==> src/rtl/ram_port_arbiter.sv <==
// ----------------------------------------------------------------------------
// ram_port_arbiter
//
// Shares one dual-port RAM (write port + registered read port, both on clk)
// among NREQ requesters. At most one beat is accepted per cycle. A beat from
// the winning requester is steered to the RAM write or read port. Grants
// rotate round-robin between bursts. A multi-beat burst locks the grant to
// its owner until req_last, or until MAX_BURST beats force a release.
// Read data comes back on a tagged response channel one cycle after the
// read is accepted.
//
// Ports
//   clk        in   single clock (RAM wclk/rclk are tied to it)
//   rst        in   synchronous active-high reset
//   req        in   [NREQ]        per-requester beat request, held until granted
//   req_we     in   [NREQ]        1 = write beat, 0 = read beat
//   req_last   in   [NREQ]        final beat of the requester's burst
//   req_addr   in   [NREQ*AW]     packed addresses, requester i at [i*AW +: AW]
//   req_wdata  in   [NREQ*WIDTH]  packed write data, requester i at [i*WIDTH +: WIDTH]
//   gnt        out  [NREQ]        one-hot combinational grant
//   ram_wenc   out                RAM write enable
//   ram_waddr  out  [AW]          RAM write address
//   ram_wdata  out  [WIDTH]       RAM write data
//   ram_renc   out                RAM read enable
//   ram_raddr  out  [AW]          RAM read address
//   ram_rdata  in   [WIDTH]       RAM registered read data
//   rsp_valid  out                read response valid
//   rsp_id     out  [IW]          requester index of the response
//   rsp_data   out  [WIDTH]       read response data
//   busy       out                high while a burst holds the lock
// ----------------------------------------------------------------------------
module ram_port_arbiter #(
  parameter int NREQ      = 4,
  parameter int DEPTH     = 16,
  parameter int WIDTH     = 8,
  parameter int MAX_BURST = 8,
  localparam int AW       = $clog2(DEPTH),
  localparam int IW       = $clog2(NREQ),
  localparam int CW       = $clog2(MAX_BURST + 1)
) (
  input  logic                  clk,
  input  logic                  rst,
  input  logic [NREQ-1:0]       req,
  input  logic [NREQ-1:0]       req_we,
  input  logic [NREQ-1:0]       req_last,
  input  logic [NREQ*AW-1:0]    req_addr,
  input  logic [NREQ*WIDTH-1:0] req_wdata,
  output logic [NREQ-1:0]       gnt,
  output logic                  ram_wenc,
  output logic [AW-1:0]         ram_waddr,
  output logic [WIDTH-1:0]      ram_wdata,
  output logic                  ram_renc,
  output logic [AW-1:0]         ram_raddr,
  input  logic [WIDTH-1:0]      ram_rdata,
  output logic                  rsp_valid,
  output logic [IW-1:0]         rsp_id,
  output logic [WIDTH-1:0]      rsp_data,
  output logic                  busy
);

  typedef enum logic {IDLE = 1'b0, LOCK = 1'b1} state_t;

  state_t          state_q, state_d;
  logic [IW-1:0]   ptr_q, ptr_d;
  logic [IW-1:0]   owner_q, owner_d;
  logic [CW-1:0]   beat_cnt_q, beat_cnt_d;
  logic            rsp_valid_q, rsp_valid_d;
  logic [IW-1:0]   rsp_id_q, rsp_id_d;

  logic [AW-1:0]    addr_arr  [NREQ];
  logic [WIDTH-1:0] wdata_arr [NREQ];

  logic            sel_valid;
  logic [IW-1:0]   sel_idx;
  logic [IW-1:0]   rr_cand;
  logic [IW-1:0]   cur_idx;
  logic            accept;
  logic            beat_end;

  // Unpack the per-requester address and data slices.
  for (genvar gi = 0; gi < NREQ; gi++) begin : g_unpack
    assign addr_arr[gi]  = req_addr[gi*AW +: AW];
    assign wdata_arr[gi] = req_wdata[gi*WIDTH +: WIDTH];
  end

  // (base + off) mod NREQ; works for non-power-of-two NREQ.
  function automatic logic [IW-1:0] wrap_add(input logic [IW-1:0] base, input int off);
    int s;
    s = int'(base) + off;
    if (s >= NREQ) s = s - NREQ;
    return IW'(s);
  endfunction

  // Round-robin search starting at ptr_q, wrapping past NREQ-1.
  always_comb begin
    sel_valid = 1'b0;
    sel_idx   = '0;
    rr_cand   = '0;
    for (int k = 0; k < NREQ; k++) begin
      rr_cand = wrap_add(ptr_q, k);
      if (!sel_valid && req[rr_cand]) begin
        sel_valid = 1'b1;
        sel_idx   = rr_cand;
      end
    end
  end

  // While locked only the owner can be served; other requesters wait even
  // when the owner pauses mid-burst.
  assign cur_idx  = (state_q == LOCK) ? owner_q : sel_idx;
  assign accept   = |(req & gnt);
  // In LOCK beat_cnt_q < MAX_BURST, so the +1 cannot overflow CW bits.
  assign beat_end = req_last[cur_idx] | ((beat_cnt_q + CW'(1)) == CW'(MAX_BURST));

  // State register
  always_ff @(posedge clk) begin
    if (rst) begin
      state_q     <= IDLE;
      ptr_q       <= '0;
      owner_q     <= '0;
      beat_cnt_q  <= '0;
      rsp_valid_q <= 1'b0;
      rsp_id_q    <= '0;
    end else begin
      state_q     <= state_d;
      ptr_q       <= ptr_d;
      owner_q     <= owner_d;
      beat_cnt_q  <= beat_cnt_d;
      rsp_valid_q <= rsp_valid_d;
      rsp_id_q    <= rsp_id_d;
    end
  end

  // Next-state logic
  always_comb begin
    state_d    = state_q;
    ptr_d      = ptr_q;
    owner_d    = owner_q;
    beat_cnt_d = beat_cnt_q;
    if (accept) begin
      case (state_q)
        IDLE: begin
          if (!beat_end) begin
            state_d    = LOCK;
            owner_d    = cur_idx;
            beat_cnt_d = CW'(1);
          end else begin
            ptr_d = wrap_add(cur_idx, 1);
          end
        end
        LOCK: begin
          if (!beat_end) begin
            beat_cnt_d = beat_cnt_q + CW'(1);
          end else begin
            state_d    = IDLE;
            ptr_d      = wrap_add(owner_q, 1);
            beat_cnt_d = '0;
          end
        end
        default: ;
      endcase
    end
  end

  // Output logic. The grant is held low during reset so nothing reaches the
  // RAM and no response is generated for that cycle.
  always_comb begin
    gnt = '0;
    if (!rst) begin
      if (state_q == IDLE) begin
        if (sel_valid) gnt[sel_idx] = 1'b1;
      end else begin
        gnt[owner_q] = req[owner_q];
      end
    end
    ram_wenc  = accept & req_we[cur_idx];
    ram_renc  = accept & ~req_we[cur_idx];
    ram_waddr = addr_arr[cur_idx];
    ram_raddr = addr_arr[cur_idx];
    ram_wdata = wdata_arr[cur_idx];
  end

  // Response tag follows the registered RAM read by exactly one cycle.
  assign rsp_valid_d = ram_renc;
  assign rsp_id_d    = ram_renc ? cur_idx : rsp_id_q;

  assign rsp_valid = rsp_valid_q;
  assign rsp_id    = rsp_id_q;
  assign rsp_data  = ram_rdata;
  assign busy      = (state_q == LOCK);

endmodule
==> config.mk <==
export PLATFORM = sky130hd
export DESIGN_NAME = ram_port_arbiter
export DESIGN_NICKNAME = d
export VERILOG_FILES = /design/src/rtl/ram_port_arbiter.sv
export SDC_FILE = /design/constraint.sdc
export NUM_CORES = 1
export LEC_CHECK = 0
export CAP_MARGIN = 15
export CORE_MARGIN = 1.5
export CORE_UTILIZATION = 38
export DETAILED_ROUTE_END_ITERATION = 7
export GPL_ROUTABILITY_DRIVEN = 0
export PLACE_DENSITY_LB_ADDON = 0.25
export SKIP_LAST_GASP = 1
export SLEW_MARGIN = 30
export SYNTH_ARGS = -nofsm -noshare
export SYNTH_HDL_FRONTEND = slang
export SYNTH_SLANG_ARGS = --single-unit
==> constraint.sdc <==
create_clock -name clk -period 4.5 [get_ports clk]
set_input_delay 0.45 -clock clk [delete_from_list [all_inputs] [get_ports clk]]
set_output_delay 0.45 -clock clk [all_outputs]
set_load 0.02 [all_outputs]
; ---- Word level (Yosys, flattened, before mapping)
; Index checks and enable logic that the tools add are counted.
[totals]
register_bits = 12
output_inout_bits = 34
[classes]
add_sub_neg = 12
bitwise = 9
order_cmp = 16
n_mux = 49
reduce_logical = 12
n_eq_ne = 4
[ops]
columns = operator, n
row1 = two-way mux 4 bit, 7
row2 = two-way mux 2 bit, 13
row3 = less-than comparator 2 x 3 -> 1 bit (second input constant), 7
row4 = >= comparator 3 bit (second input constant), 6
row5 = binary-select mux 8 bit (select 2 bit), 1
row6 = two-way mux 8 bit, 2
row7 = binary-select mux 1 bit (select 2 bit), 7
row8 = two-way mux 1 bit, 14
row9 = subtractor 2 x 1 -> 2 bit (second input constant), 6
row10 = adder 2 x 1 -> 3 bit (second input constant), 3
row11 = bitwise AND 4 bit, 2
row12 = binary-select mux 4 bit (select 2 bit), 1
row13 = case mux 4 bit (2 select lines), 1
row14 = adder 2 x 2 -> 3 bit (second input constant), 2
row15 = AND reduction 3 bit, 2
row16 = logical AND 1 bit, 5
row17 = adder 4 x 1 -> 4 bit (second input constant), 1
row18 = demux 1 bit (select 2 bit), 2
row19 = == test 4 bit (second input constant), 1
row20 = >= comparator 2 x 1 -> 1 bit (second input constant), 2
row21 = != test 2 bit (second input constant), 2
row22 = case mux 2 bit (2 select lines), 1
row23 = OR reduction 4 bit, 1
row24 = >= comparator 2 x 3 -> 1 bit (second input constant), 1
row25 = other kinds (7), 12

; ---- Depth between registers and ports, before layout
[logic_depth]
word_depth = 24
depth_mapped = 10

; ---- Worst setup path before layout
; Ideal clock, no wire load.
[synth_timing]
kind = flip-flop to output port
from = register state_q (netlist: busy)
to = output ram_waddr[0]
path_stages_with_launch = 10
t_arrival_ps = 2452
n_path_buf = 4
path_slack_ps = 1598
path_cell_list = dfxtp_1 -> buf_2 -> o311ai_2 -> o21a_1 -> buf_2 -> clkbuf_1 -> nand2_1 -> and3_1 -> a31oi_1 -> buf_4
[synth_between]
elab_chain_cells = 5
[synth_rtl]
columns = element, line_no
row1 = "start, declared", 63  ; state_t state_q, state_d;
row2 = "start signal, assigned", 125  ; state_q <= state_d;
row3 = two-way mux 2 bit, 110  ; assign cur_idx = (state_q == LOCK) ? owner_q : sel_idx;
row4 = NOT 2 -> 3 bit, n/a
row5 = binary-select mux 4 bit (select 2 bit), n/a
row6 = two-way mux 4 bit (2 in a row), n/a
row7 = "end, declared", 50  ; output logic [AW-1:0] ram_waddr,
; Every way passes these cells. The select of a mux whose other input is x is not followed.

; ---- Worst setup path in the final report
[layout_timing]
from = input req[0]
to = output ram_waddr[3]
[layout_between]
elab_chain_cells = 17
elab_cells_between_ends = 26
classes_between = 19 x mux / 1 x bitwise / 6 x reduce/logical
[layout_rtl]
columns = element, line_no
row1 = "start, declared", 43  ; input logic [NREQ-1:0] req,
row2 = binary-select mux 1 bit (select 2 bit), 101  ; if (!sel_valid && req[rr_cand]) begin
row3 = two-way mux 1 bit (not written as such), 101
row4 = two-way mux 1 bit, 101
row5 = logical NOT 1 bit, 101
row6 = logical AND 1 bit, 101
row7 = two-way mux 1 bit, 101
row8 = logical NOT 1 bit, 101
row9 = logical AND 1 bit, 101
row10 = two-way mux 1 bit, 101
row11 = logical NOT 1 bit, 101
row12 = logical AND 1 bit, 101
row13 = two-way mux 2 bit *, 101
row14 = two-way mux 2 bit *, 110
row15 = NOT 2 -> 3 bit (not written as such) *, 178  ; ram_waddr = addr_arr[cur_idx];
row16 = binary-select mux 4 bit (select 2 bit) *, 178
row17 = two-way mux 4 bit (not written as such) * (2 in a row), 178
; Every way passes the cells marked *; elsewhere a longest branch is shown, timed or not. The select of a mux whose other input is x is not followed.

==> impl_metrics.yaml <==
run_status:
  status: "finished clean"
critical_path:
  path_max_fanout: 18
  critPathKind: "input port to output pin"
  cp.arrival_ps: 3380
  worstSetupStartpointType: "input port"
  crit_path_end_kind: "output pin"
  cp.required_ps: 4050
clock_network:
  post_cts_buffers: 0
  htree_levels: 1
  hold_buffers: 0
  cts_tree: "built"
  cts.sinks: 12
  clock_latency_ps: 240
  numCtsBuffers: 3
  clkTransAtPathRegs_ps: 50
  cts_max_path_buffers: 2
  cts.repair.resized: 0
  cts-root-buf: "clkbuf_8"
drt:
  drt-initial-drc-count: 163
  dr.pass1.iters: 4
  final_antenna_net_count: 0
  vias: 1812
  drcViolationCount: 0
  drt-total-wl_um: 4400
  wl_per_cell_um: 12.7
  via_per_inst: 5.25
timing:
  clock.fmax_ghz: 0.261
  tightest_slew_ps: 660
  grt_setup_unrepaired: "no"
  finalHoldViolations: 0
  min_period_over_period_pct: 85.2
  setup_viol: 0
  period_needed_ps: 3830
  setup-tns-final_ps: 0
  maxSlewHeadroom_pct: 55.9
  slew_violations: 0
  clock_skew_ps: 2.85
global_route:
  grt_antenna_before_repair: 0
  grt_pass1_wl_um: 7410
  grt_pass1_vias: 1706
  grtUsageTotal_pct: 21.7
  grt.overflow.total: 0
  grt_max_degree: 20
layout:
  seq_area_sq_um: 240
  nFillCells: 353
  multiInputGateArea_sq_um: 1050
  syn_to_final_growth_pct: 59.5
  drive_gt1_share_pct: 5.39
  final_nets: 370
  num_antenna_cells: 0
  final_common_cell: "clkdlybuf4s50_1"
  mostFrequentLayoutCells: "clkdlybuf4s50_1 (87), nand2_1 (63), a31oi_1 (14)"
yosys:
  synth.area.top_cells: "dfxtp_1 (16%), nand2_1 (16%), buf_4 (6.1%)"
  synth_top_area_cell: "dfxtp_1"
  synth.distinct_cells: 46
  seq_area_frac_synth_pct: 16.4
  netlist.area_leader.share_pct: 16.4
  ys.flop_type: "dfxtp_1"
  synthArstFlopShare_pct: 0
  ys_ff_latch: 12
  synth_edf_count: 0
  syn_area_sq_um: 1470
  avgSynthCellArea_sq_um: 6.50
  syn-num-nets: 298
  ys_warn_count: 0
  syn_inst: 226
worst_hold_path:
  hold_class: "flip-flop to flip-flop"
pwr:
  powerDensity_nw_per_um2: 511
  power_mw: 1.20
  vdd.ir_drop.worst_mv: 0.337
  p_leak_nw: 0.946
placed_design:
  dp_hpwl_um: 3530
  numPortBuffers: 87
floorplanning:
  fp.dieW_um: 65.2
  start_util_pct: 39.8
  coreArea_sq_um: 3690
  io_pins: 104
  row_count: 22
  die-height_um: 65.2
  die_area_sq_um: 4250
flow_run:
  max_cap_viol_count: 0
## area by class of cell
| class | instances | area share (%) |
|---|---|---|
| repair buffers | 92 | 38.8 |
| clock buffers | 4 | 2.35 |
| inverters | 7 | 1.12 |
| flip-flops and latches | 12 | 10.3 |
| multi-input cells | 182 | 45.0 |
| well taps | 48 | 2.56 |
## per-layer routing
layer | wire length [um] | global-route usage [%]
met5 | 0 | 0
met2 | 2160 | 39.2
met1 | 1780 | 24.7
met4 | 39 | 4.95
met3 | 415 | 7.02
## kinds of logic (layout without fill, tap and decap cells)
| group | after synthesis | after routing | share of synthesized area [%] |
|---|---|---|---|
| AO/OA/AOI/OAI | 56 | 56 | 26.6 |
| AND/OR/NAND/NOR | 118 | 118 | 38.5 |
| XOR/XNOR | 1 | 1 | 0.596 |
| buffers and inverters | 32 | 103 | 11.9 |
| adder cells (fa/ha/maj) | 2 | 2 | 1.70 |
| flip-flops | 12 | 12 | 16.4 |
| multiplexers | 5 | 5 | 4.34 |
## report_power, final
part | switching [mW] | internal, mW
sequential | 0.0437 | 0.134
combinational | 0.471 | 0.431
clock | 0.0398 | 0.0773
total | 0.555 | 0.642
## worst paths after layout
kind	from	endpoint	slack, ps	cells past startpoint
worst max-delay path	req[0]	ram_waddr[3]	670	9
worst min-delay path	rsp_id[0]$_SDFFE_PP0P_	rsp_id[0]$_SDFFE_PP0P_	480	2
worst max register to register	busy$_SDFFE_PP0P_	rsp_id[1]$_SDFFE_PP0P_	2010	7
worst min register to register	rsp_id[0]$_SDFFE_PP0P_	rsp_id[0]$_SDFFE_PP0P_	480	2
## state kept, by name (all words and copies together) (netlist names)
register    count
ptr_q           2
rsp_valid       1
busy            1
owner_q         2
beat_cnt_q      4
rsp_id          2
## cells in the mapped netlist, types with 4 or more instances
cell type,count
nor3_1,4
nor2_1,8
inv_1,7
nand3_1,6
dfxtp_1,12
a21o_1,5
clkbuf_1,10
and3_1,12
buf_4,12
a31oi_1,14
o21ai_0,5
nand2_1,63
nand2b_1,6
nor2b_1,4
a21oi_1,12
## critical path, cell delays in order
cell and delay (ps):
clkdlybuf4s50_1 480, nor2b_1 220, o311ai_2 420, o21a_1 550, buf_4 240, nand2_1 50
and3_1 150, a31oi_1 180, clkdlybuf4s50_1 640
## per-stage QoR
step | cells | setup WS, ps | area [sq um] | util (%) | hold WS [ps]
after floorplan | 226 | 1600 | 1470 | - | 448
after global placement | 341 | 704 | 2290 | 62.0 | 463
after detailed placement | 341 | 640 | 2290 | 62.0 | 477
after CTS | 345 | 629 | 2340 | 63.5 | 484
after global routing | 345 | 435 | 2340 | 63.5 | 506
final | 345 | 665 | 2340 | 63.5 | 479
(Power assumes the default switching activity.)
